$ cat config.mk
export PLATFORM = sky130hd
export DESIGN_NAME = speed_pulse_gen_flat
export DESIGN_NICKNAME = d
export VERILOG_FILES = /design/src/rtl/speed_pulse_if.sv /design/src/rtl/speed_pulse_gen.sv /design/src/flat_wrapper.sv
export SDC_FILE = /design/constraint.sdc
export NUM_CORES = 1
export LEC_CHECK = 0
export CORE_MARGIN = 4
export CORE_UTILIZATION = 58
export DETAILED_ROUTE_END_ITERATION = 10
export PLACE_DENSITY = 0.85
export RECOVER_POWER = 25
export SYNTH_ARGS = -nofsm -noshare
export SYNTH_HDL_FRONTEND = slang
export SYNTH_SLANG_ARGS = --single-unit
$ cat constraint.sdc
create_clock -name clk -period 4.7 [get_ports clk]
set_input_delay 0.94 -clock clk [delete_from_list [all_inputs] [get_ports clk]]
set_output_delay 0.94 -clock clk [all_outputs]
set_load 0.01 [all_outputs]
$ cat src/rtl/speed_pulse_if.sv
// speed_pulse_if: button/crash controls in, speed and travel tick out
interface speed_pulse_if;
  logic       run_en;
  logic       up_is_pressed;
  logic       enter_is_pressed;
  logic       crash;
  logic       slow_pulse;
  logic [3:0] speed;
  logic       player_move;
  logic       crashed;
  modport master (
    output run_en, up_is_pressed, enter_is_pressed, crash,
    input  slow_pulse, speed, player_move, crashed
  );
  modport slave (
    input  run_en, up_is_pressed, enter_is_pressed, crash,
    output slow_pulse, speed, player_move, crashed
  );
endinterface

$ cat src/rtl/speed_pulse_gen.sv
// speed_pulse_gen: ramps speed from buttons, turns it into a travel tick, stalls on crash
module speed_pulse_gen #(
  parameter int PULSE_DIV    = 2_500_000,
  parameter int RAMP_CYCLES  = 6_250_000,
  parameter int MAX_SPEED    = 8,
  parameter int TURBO_SPEED  = 12,
  parameter int CRASH_CYCLES = 25_000_000
) (
  input logic          clk,
  input logic          resetN,
  speed_pulse_if.slave bus
);
  localparam int RW = RAMP_CYCLES > 1 ? $clog2(RAMP_CYCLES) : 1;
  localparam int CW = CRASH_CYCLES > 1 ? $clog2(CRASH_CYCLES) : 1;
  localparam logic [31:0] DIV = 32'(PULSE_DIV);
  typedef enum logic {DRIVE, CRASH} state_t;
  state_t        state_q, state_d;
  logic [RW-1:0] ramp_q, ramp_d;
  logic [CW-1:0] cc_q, cc_d;
  logic [31:0]   acc_q, acc_d, sum;
  logic [3:0]    speed_q, speed_d;
  logic          pulse_q, pulse_d, move_q, move_d;
  logic          wrap, inc, dec;
  // Enter never pulls speed down; otherwise speed drifts toward the active ceiling
  assign wrap = ramp_q == RW'(RAMP_CYCLES - 1);
  assign inc  = (bus.enter_is_pressed && speed_q < 4'(TURBO_SPEED)) ||
                (bus.up_is_pressed && speed_q < 4'(MAX_SPEED));
  assign dec  = !bus.enter_is_pressed &&
                ((bus.up_is_pressed && speed_q > 4'(MAX_SPEED)) ||
                 (!bus.up_is_pressed && speed_q != 4'd0));
  assign sum  = acc_q + 32'(speed_q);
  always_comb begin
    state_d = state_q;
    ramp_d  = ramp_q;
    cc_d    = cc_q;
    acc_d   = acc_q;
    speed_d = speed_q;
    pulse_d = 1'b0;
    if (bus.run_en) begin
      if (state_q == CRASH) begin
        state_d = cc_q == CW'(CRASH_CYCLES - 1) ? DRIVE : CRASH;
        cc_d    = cc_q == CW'(CRASH_CYCLES - 1) ? '0 : cc_q + 1'b1;
      end else if (bus.crash) begin
        state_d = CRASH;
        ramp_d  = '0;
        cc_d    = '0;
        acc_d   = '0;
        speed_d = '0;
      end else begin
        ramp_d  = wrap ? '0 : ramp_q + 1'b1;
        speed_d = !wrap ? speed_q : inc ? speed_q + 4'd1 : dec ? speed_q - 4'd1 : speed_q;
        pulse_d = sum >= DIV;
        acc_d   = pulse_d ? sum - DIV : sum;
      end
    end
    move_d = speed_d != 4'd0;
  end
  always_ff @(posedge clk or negedge resetN) begin
    if (!resetN) begin
      state_q <= DRIVE;
      ramp_q  <= '0;
      cc_q    <= '0;
      acc_q   <= '0;
      speed_q <= '0;
      pulse_q <= 1'b0;
      move_q  <= 1'b0;
    end else begin
      state_q <= state_d;
      ramp_q  <= ramp_d;
      cc_q    <= cc_d;
      acc_q   <= acc_d;
      speed_q <= speed_d;
      pulse_q <= pulse_d;
      move_q  <= move_d;
    end
  end
  assign bus.slow_pulse  = pulse_q;
  assign bus.speed       = speed_q;
  assign bus.player_move = move_q;
  assign bus.crashed     = state_q == CRASH;
endmodule

$ cat src/flat_wrapper.sv
// flat-port wrapper written by rule: the top's interface ports become plain ports
module speed_pulse_gen_flat 
#(
  parameter int PULSE_DIV    = 2_500_000,
  parameter int RAMP_CYCLES  = 6_250_000,
  parameter int MAX_SPEED    = 8,
  parameter int TURBO_SPEED  = 12,
  parameter int CRASH_CYCLES = 25_000_000
)
  (clk, resetN, bus_run_en, bus_up_is_pressed, bus_enter_is_pressed, bus_crash, bus_slow_pulse, bus_speed, bus_player_move, bus_crashed);
  speed_pulse_if bus_i ();
  input logic clk;
  input logic resetN;
  input wire logic [$bits(bus_i.run_en)-1:0] bus_run_en;
  input wire logic [$bits(bus_i.up_is_pressed)-1:0] bus_up_is_pressed;
  input wire logic [$bits(bus_i.enter_is_pressed)-1:0] bus_enter_is_pressed;
  input wire logic [$bits(bus_i.crash)-1:0] bus_crash;
  output wire logic [$bits(bus_i.slow_pulse)-1:0] bus_slow_pulse;
  output wire logic [$bits(bus_i.speed)-1:0] bus_speed;
  output wire logic [$bits(bus_i.player_move)-1:0] bus_player_move;
  output wire logic [$bits(bus_i.crashed)-1:0] bus_crashed;
  assign bus_i.run_en = bus_run_en;
  assign bus_i.up_is_pressed = bus_up_is_pressed;
  assign bus_i.enter_is_pressed = bus_enter_is_pressed;
  assign bus_i.crash = bus_crash;
  assign bus_slow_pulse = bus_i.slow_pulse;
  assign bus_speed = bus_i.speed;
  assign bus_player_move = bus_i.player_move;
  assign bus_crashed = bus_i.crashed;
  speed_pulse_gen #(.PULSE_DIV(PULSE_DIV), .RAMP_CYCLES(RAMP_CYCLES), .MAX_SPEED(MAX_SPEED), .TURBO_SPEED(TURBO_SPEED), .CRASH_CYCLES(CRASH_CYCLES)) u_core (.clk(clk), .resetN(resetN), .bus(bus_i));
endmodule
==> flow_summary_export.csv, run 1 <==
group,metric,value,unit
run_status,status,"finished with violations",
run_status,violations,"max-capacitance violations, max-slew violations",
yosys,synth_edf_count,0,
grt,grt_pass1_wl,26800,um
power_and_ir_drop,leakage,0.00265,uW
timing,rsz0062_at_grt,"false",
timing,max_slew_margin,-44.6,%
detailed_routing,avgRoutedWirePerCell,17.8,um
timing,slew_viol_final,88,
grt,grt_max_degree,88,
clock_network,hold_buffers,0,
yosys,yosysSeqAreaShare,34.6,%
timing,fmax,227,MHz
timing,fin_crit,4.40,ns
detailed_routing,firstDrtPassIters,5,
yosys,syn_avg_cell_area,8.25,um^2
layout,layout.cells.most_common,"nand2_1",
timing,setup_viol,0,
yosys,synth-xor-area-share,8.77,%
worst_setup_path,worstPathRequired,5.03,ns
worst_setup_path,crit_buf_inv,0,
worst_setup_path,path_cells,"ha_1 -> nand3_2 -> a2111o_1 -> nor4_2 -> a221o_2 -> nand4_1 -> or4b_1 -> or2_0 -> a32o_1 -> o41a_1 -> nand2_1",
worst_setup_path,crit_family,"simple AND/OR/NAND/NOR gates",
detailed_routing,drc,0,
grt,antenna_found_initial,0,
placed_design,dpl.hpwl,11300,um
timing,hold_viol,0,
die,die_w,112,um
worst_setup_path,worstSetupPathType,"flop to flop",
clock_network,cts_root_buffer,"clkbuf_8",
yosys,async_reset_ff_share,100,%
clock_network,clock_latency,0.39,ns
yosys,synth_top_family_by_area,"simple AND/OR/NAND/NOR gates",
clock_network,cts_sinks,87,
clock_network,post_cts_buffers,0,
worst_setup_path,worstPathArrival,4.73,ns
grt,track_usage,25.6,%
worst_setup_path,slowest_stage,"or4b_1",
clock_network,cts_tree,"yes",
clock_network,cts-htree-levels,3,
layout,area_delta_synth_final,5.55,%
timing,fin_tns_setup,0,ns
yosys,synth_mux_area_share,0.477,%
die,die_h,112,um
die,ios,13,
die,core,10500,um^2
detailed_routing,vias_per_cell,6.53,
yosys,synth_ff_type,"dfrtp_1",
worst_setup_path,endpoint_kind,"flop",
power_and_ir_drop,fin_total_pwr,1510,uW
yosys,syn_inst,762,
grt,gr-total-overflow,0,
layout,mostFrequentLayoutCells,"89 x nand2_1, 87 x dfrtp_1, 74 x nor2_1, 61 x o21ai_0, 35 x nand3_1",
layout,drive_above_1_share,7.58,%
yosys,synthSimpleGateAreaFrac,27.1,%
placed_design,globalplace.congestion,0.937,
timing,worstMarginPinSlew,2.17,ns
layout,fill_cells,883,
yosys,synthAdderAreaFrac,2.11,%
job,cap_violations,1,
yosys,synth_nets,778,
layout,layout.nets,763,
placed_design,io_buffer_count,12,
layout,antennaDiodeCount,0,
yosys,synth_compound_area_share,22.4,%
grt,first_global_vias,5572,
clock_network,post_cts_resized,0,
worst_setup_path,cp_max_fo,13,
yosys,synth_seq_cells,87,
hold_path,min_path_type,"flop to flop",
detailed_routing,drt_iter0_drc,648,
die,initial_core_util,60.1,%
yosys,synth_warnings,0,
detailed_routing,num_vias,5795,
power_and_ir_drop,power_density,227,nW/um^2
clock_network,clkTransAtPathRegs,0.09,ns
timing,skew,0.0109,ns
timing,period_share,93.7,%
detailed_routing,detail-route-antenna-nets,0,
worst_setup_path,cp_slowest_stage_delay,0.74,ns
clock_network,cts_inserted_buffers,9,
die,dieArea,12600,um^2
die,row_count,37,
clock_network,clk_path_buf_depth,2,
yosys,netlist_area,6290,um^2
worst_setup_path,start_kind,"flop",
power_and_ir_drop,ir_drop,153,uV
yosys,ys_types,84,
detailed_routing,drt-total-wl,15800,um
-- cells in the mapped netlist, types with 4 or more instances --
library cell  instances  area share (%)
nor2b_1               6            0.60
o21ai_0              61             4.9
o31ai_1              18             2.1
a22o_1                6            0.84
inv_1                18             1.1
xnor2_1              31             4.3
ha_1                  9             1.8
nor2_1               74             4.4
xor2_1               32             4.5
nand2_1              89             5.3
o21a_1                4            0.48
nand3_1              35             2.8
a31oi_1               9            0.90
nand4_1              23             2.3
o41ai_1               6            0.84
a21oi_1              29             2.3
a21o_1                5            0.60
or3_1                10            0.99
or4_1                 5            0.60
nor3_1               30             2.4
nor4b_1               4            0.56
and3_1               10            0.99
nor4_1               11             1.1
clkbuf_1             28             1.7
o211ai_1              6            0.72
and2_1                6            0.60
dfrtp_1              87              35
nand2b_1              6            0.60
buf_2                16             1.3
a32o_1                5            0.80
and4_1                7            0.97
-- worst paths after layout --
path	from	to	slack [ns]	cells past startpoint
max	u_core.bus.speed[3]	u_core.acc_q[15]	0.30	11
min	u_core.acc_q[0]	u_core.acc_q[0]	0.50	2
max reg2reg	u_core.bus.speed[3]	u_core.acc_q[15]	0.30	11
min reg2reg	u_core.acc_q[0]	u_core.acc_q[0]	0.50	2
max in group asynchronous	resetN	u_core.cc_q[22]	2.26	1
min in group asynchronous	resetN	u_core.ramp_q[16]	1.18	1
-- cell families (layout without fill, tap and decap cells) --
family                     after synthesis  count (layout)
muxes                                    3               3
DFF                                     87              87
adders and majority gates               10              10
xor gates and xnor gates                63              63
buffers and inverters                   68              58
AOI/OAI and AO/OA                      198             198
and+or+nand+nor                        333             333
-- where the power goes --
part | leakage (uW) | switching, uW | internal, uW | total (uW)
clock | 0.0000910 | 304 | 214 | 518
sequential | 0.00115 | 43.6 | 781 | 824
combinational | 0.00141 | 101 | 66.6 | 168
total | 0.00265 | 449 | 1060 | 1510
-- tightest hold or removal path: stages, from the launching register on --
cell,delay [ns]
dfrtp_1,0.36
nand2_1,0.05
o21ai_0,0.06
-- stage by stage --
| step | instances | utilization, % | area [um^2] | hold WS, ns | setup WS (ns) |
|---|---|---|---|---|---|
| 3_3_place_gp | 872 | 61.7 | 6450 | 0.472 | 0.554 |
| 2_1_floorplan | 762 | - | 6290 | 0.454 | 1.02 |
| 3_5_place_dp | 872 | 61.7 | 6450 | 0.486 | 0.392 |
| 5_1_grt | 888 | 63.5 | 6640 | 0.528 | 0.0138 |
| 6_report | 888 | 63.5 | 6640 | 0.499 | 0.298 |
| 4_1_cts | 888 | 63.5 | 6640 | 0.507 | 0.377 |
-- layer usage --
metal	vias to the layer above	track usage [%]	wire length (um)	part of all wire (%)
met2	203	42.6	7680	49
met1	2803	34.0	6920	44
met4	0	8.25	292	1.8
met3	26	4.69	938	5.9
met5	-	0	0	0
li1	2763	-	-	-
-- flip-flops by register name, summed over array words and instances, names as in the netlist --
signal and count:
u_core.acc_q 32, u_core.cc_q 25, u_core.bus.slow_pulse 1, u_core.ramp_q 23
u_core.bus.player_move 1, u_core.bus.speed 4, u_core.bus.crashed 1
-- final cells by class --
cell class	count	area, um^2	area share [%]
clock buffers	10	138	2.07
clock inverters	6	52.6	0.792
inverters	18	67.6	1.02
multi-input cells	607	3830	57.7
flip-flops and latches	87	2180	32.8
well taps	136	170	2.56
repair buffers	24	205	3.09
Note: power is estimated with default switching activity, not from simulation.
==> inputs of run 2 (changes only) <==
--- a/config.mk
+++ b/config.mk
@@ -5,6 +5,7 @@
 export SDC_FILE = /design/constraint.sdc
 export NUM_CORES = 1
 export LEC_CHECK = 0
+export CAP_MARGIN = 5
 export CORE_MARGIN = 4
 export CORE_UTILIZATION = 58
 export DETAILED_ROUTE_END_ITERATION = 10
==> results of run 2 <==
No change in the layout: final DEF, timing and power equal those of run 1.
==> inputs of run 3 (changes only) <==
--- a/config.mk
+++ b/config.mk
@@ -9,7 +9,7 @@
 export CORE_MARGIN = 4
 export CORE_UTILIZATION = 58
 export DETAILED_ROUTE_END_ITERATION = 10
-export PLACE_DENSITY = 0.85
+export PLACE_DENSITY_LB_ADDON = 0.08
 export RECOVER_POWER = 25
 export SYNTH_ARGS = -nofsm -noshare
 export SYNTH_HDL_FRONTEND = slang
==> flow_summary_export.csv, run 3 (synthesis gave the netlist of run 1 again) <==
group,metric,value,unit
run_status,status,"finished with violations",
run_status,violations,"max-capacitance violations, max-slew violations",
detailed_routing,num_vias,5767,
clock_network,post_cts_resized,0,
power_and_ir_drop,power_density,226,nW/um^2
layout,instances_no_fill,888,
power_and_ir_drop,p_sw_share,30.3,%
worst_setup_path,r2r_start,"u_core.bus.speed[3]",
clock_network,post_cts_buffers,0,
clock_network,cts_root_buffer,"clkbuf_8",
clock_network,cts_sinks,87,
layout,seq_area,2180,um^2
timing,fin_tns_setup,0,ns
job,cap_violations,1,
timing,timing.hold.ws,0.496,ns
worst_setup_path,start_kind,"flop",
timing,rsz0062_at_grt,"false",
die,die_w,112,um
detailed_routing,drt_iter0_drc,562,
detailed_routing,drt-total-wl,16100,um
die,die_h,112,um
layout,antennaDiodeCount,0,
worst_setup_path,critPathLaunch,"u_core.bus.speed[3]",
worst_setup_path,worstSetupPathType,"flop to flop",
detailed_routing,drc,0,
clock_network,clk_path_buf_depth,2,
grt,grt.busiest_layer,"met2",
layout,top_regs,"u_core.acc_q x32, u_core.cc_q x25, u_core.ramp_q x23",
layout,drive_above_1_share,7.45,%
layout,regMostFlops,"u_core.acc_q",
placed_design,io_buffer_count,12,
layout,layout.cells.most_common,"nand2_1",
die,core,10500,um^2
timing,slew_viol_final,52,
layout,multi_input_area,3830,um^2
grt,grt_pass1_wl,27300,um
timing,max_slew_margin,-92.4,%
power_and_ir_drop,seq_power_share,55.2,%
timing,period_share,94.4,%
grt,track_usage,26.4,%
timing,fin_crit,4.44,ns
placed_design,dpl.hpwl,11400,um
grt,met2_usage,39.8,%
worst_setup_path,worstPathArrival,4.77,ns
grt,first_global_vias,5494,
power_and_ir_drop,p_int,1040,uW
worst_setup_path,worstPathRequired,5.03,ns
clock_network,cts_tree,"yes",
worst_setup_path,cp_slowest_stage_delay,0.72,ns
timing,fmax,225,MHz
clock_network,hold_buffers,0,
worst_setup_path,slowest_stage,"or4b_1",
hold_path,min_path_type,"flop to flop",
worst_setup_path,path_cells,"ha_1 -> nand3_2 -> a2111o_1 -> nor4_2 -> a221o_2 -> nand4_1 -> or4b_1 -> or2_0 -> a32o_1 -> o41a_1 -> nand2_1",
power_and_ir_drop,clkPwrFrac,33.5,%
layout,utilization,63.3,%
detailed_routing,vias_per_cell,6.49,
worst_setup_path,cp_max_fo,13,
detailed_routing,avgRoutedWirePerCell,18.1,um
timing,worstMarginPinSlew,2.89,ns
grt,grt_util_met1,38.6,%
power_and_ir_drop,p_sw,454,uW
clock_network,clock_latency,0.39,ns
grt,grt_util_met3,5.93,%
detailed_routing,firstDrtPassIters,6,
clock_network,clkTransAtPathRegs,0.10,ns
timing,skew,0.00982,ns
power_and_ir_drop,p_comb_share,11.3,%
grt,antenna_found_initial,0,
hold_path,min_from,"u_core.acc_q[0]",
detailed_routing,detail-route-antenna-nets,0,
power_and_ir_drop,leakage,0.00265,uW
timing,hold_viol,0,
clock_network,cts_inserted_buffers,9,
placed_design,dp_cells,872,
layout,layout.nets,763,
die,initial_core_util,60.1,%
layout,area_delta_synth_final,5.35,%
layout,largest_reg_flops,32,
layout,fill_cells,898,
die,dieArea,12600,um^2
timing,setup_viol,0,
placed_design,globalplace.congestion,0.961,
layout,mostFrequentLayoutCells,"89 x nand2_1, 87 x dfrtp_1, 74 x nor2_1, 61 x o21ai_0, 35 x nand3_1",
grt,grt_max_degree,52,
clock_network,cts-htree-levels,3,
die,row_count,37,
power_and_ir_drop,ir_drop,206,uV
worst_setup_path,endpoint_kind,"flop",
grt,gr-total-overflow,0,
die,ios,13,
## run 3: per-layer routing
metal | up-vias | part of all wire (%)
li1 | 2761 | -
met1 | 2791 | 48
met2 | 187 | 45
met3 | 28 | 5.8
met4 | 0 | 1.3
met5 | - | 0
## run 3: final timing paths
path / to / slack [ns] / cells past startpoint
setup / recovery: u_core.acc_q[15] / 0.26 / 11
hold / removal: u_core.acc_q[0] / 0.50 / 2
setup reg to reg: u_core.acc_q[15] / 0.26 / 11
hold reg to reg: u_core.acc_q[0] / 0.50 / 2
max in group asynchronous: u_core.acc_q[22] / 1.53 / 2
min in group asynchronous: u_core.cc_q[12] / 1.48 / 1
## run 3: final cells by class
cell class,instances,share of cell area (%)
timing repair buffer,24,3.08
inverter,18,1.02
clock buffer,9,1.87
multi-input combinational,607,57.8
sequential,87,32.9
tap,136,2.57
clock inverter,7,0.831
## run 3: worst max-delay path, delay by kind of cell (launching register included)
| family | cells | cell delay, ns |
|---|---|---|
| AO/OA/AOI/OAI | 4 | 1.43 |
| AND/OR/NAND/NOR | 6 | 1.87 |
| adder cells (fa/ha/maj) | 1 | 0.54 |
| flip-flops | 1 | 0.53 |
## run 3: through the flow
stage | cell area (um^2) | power, uW | worst slack (ns)
after CTS | 6630 | 1510 | 0.364
after global placement | 6450 | 999 | 0.512
after floorplan | 6290 | 949 | 1.02
final | 6630 | 1500 | 0.264
after global routing | 6630 | 1570 | 0.0238
after detailed placement | 6450 | 1010 | 0.390
## run 3: power by group through the flow
stage	logic, uW	clock network (uW)	registers [uW]
after floorplan	129	0	820
after global placement	163	0	837
after detailed placement	170	0	840
after CTS	170	512	825
after global routing	191	551	831
final	169	502	827
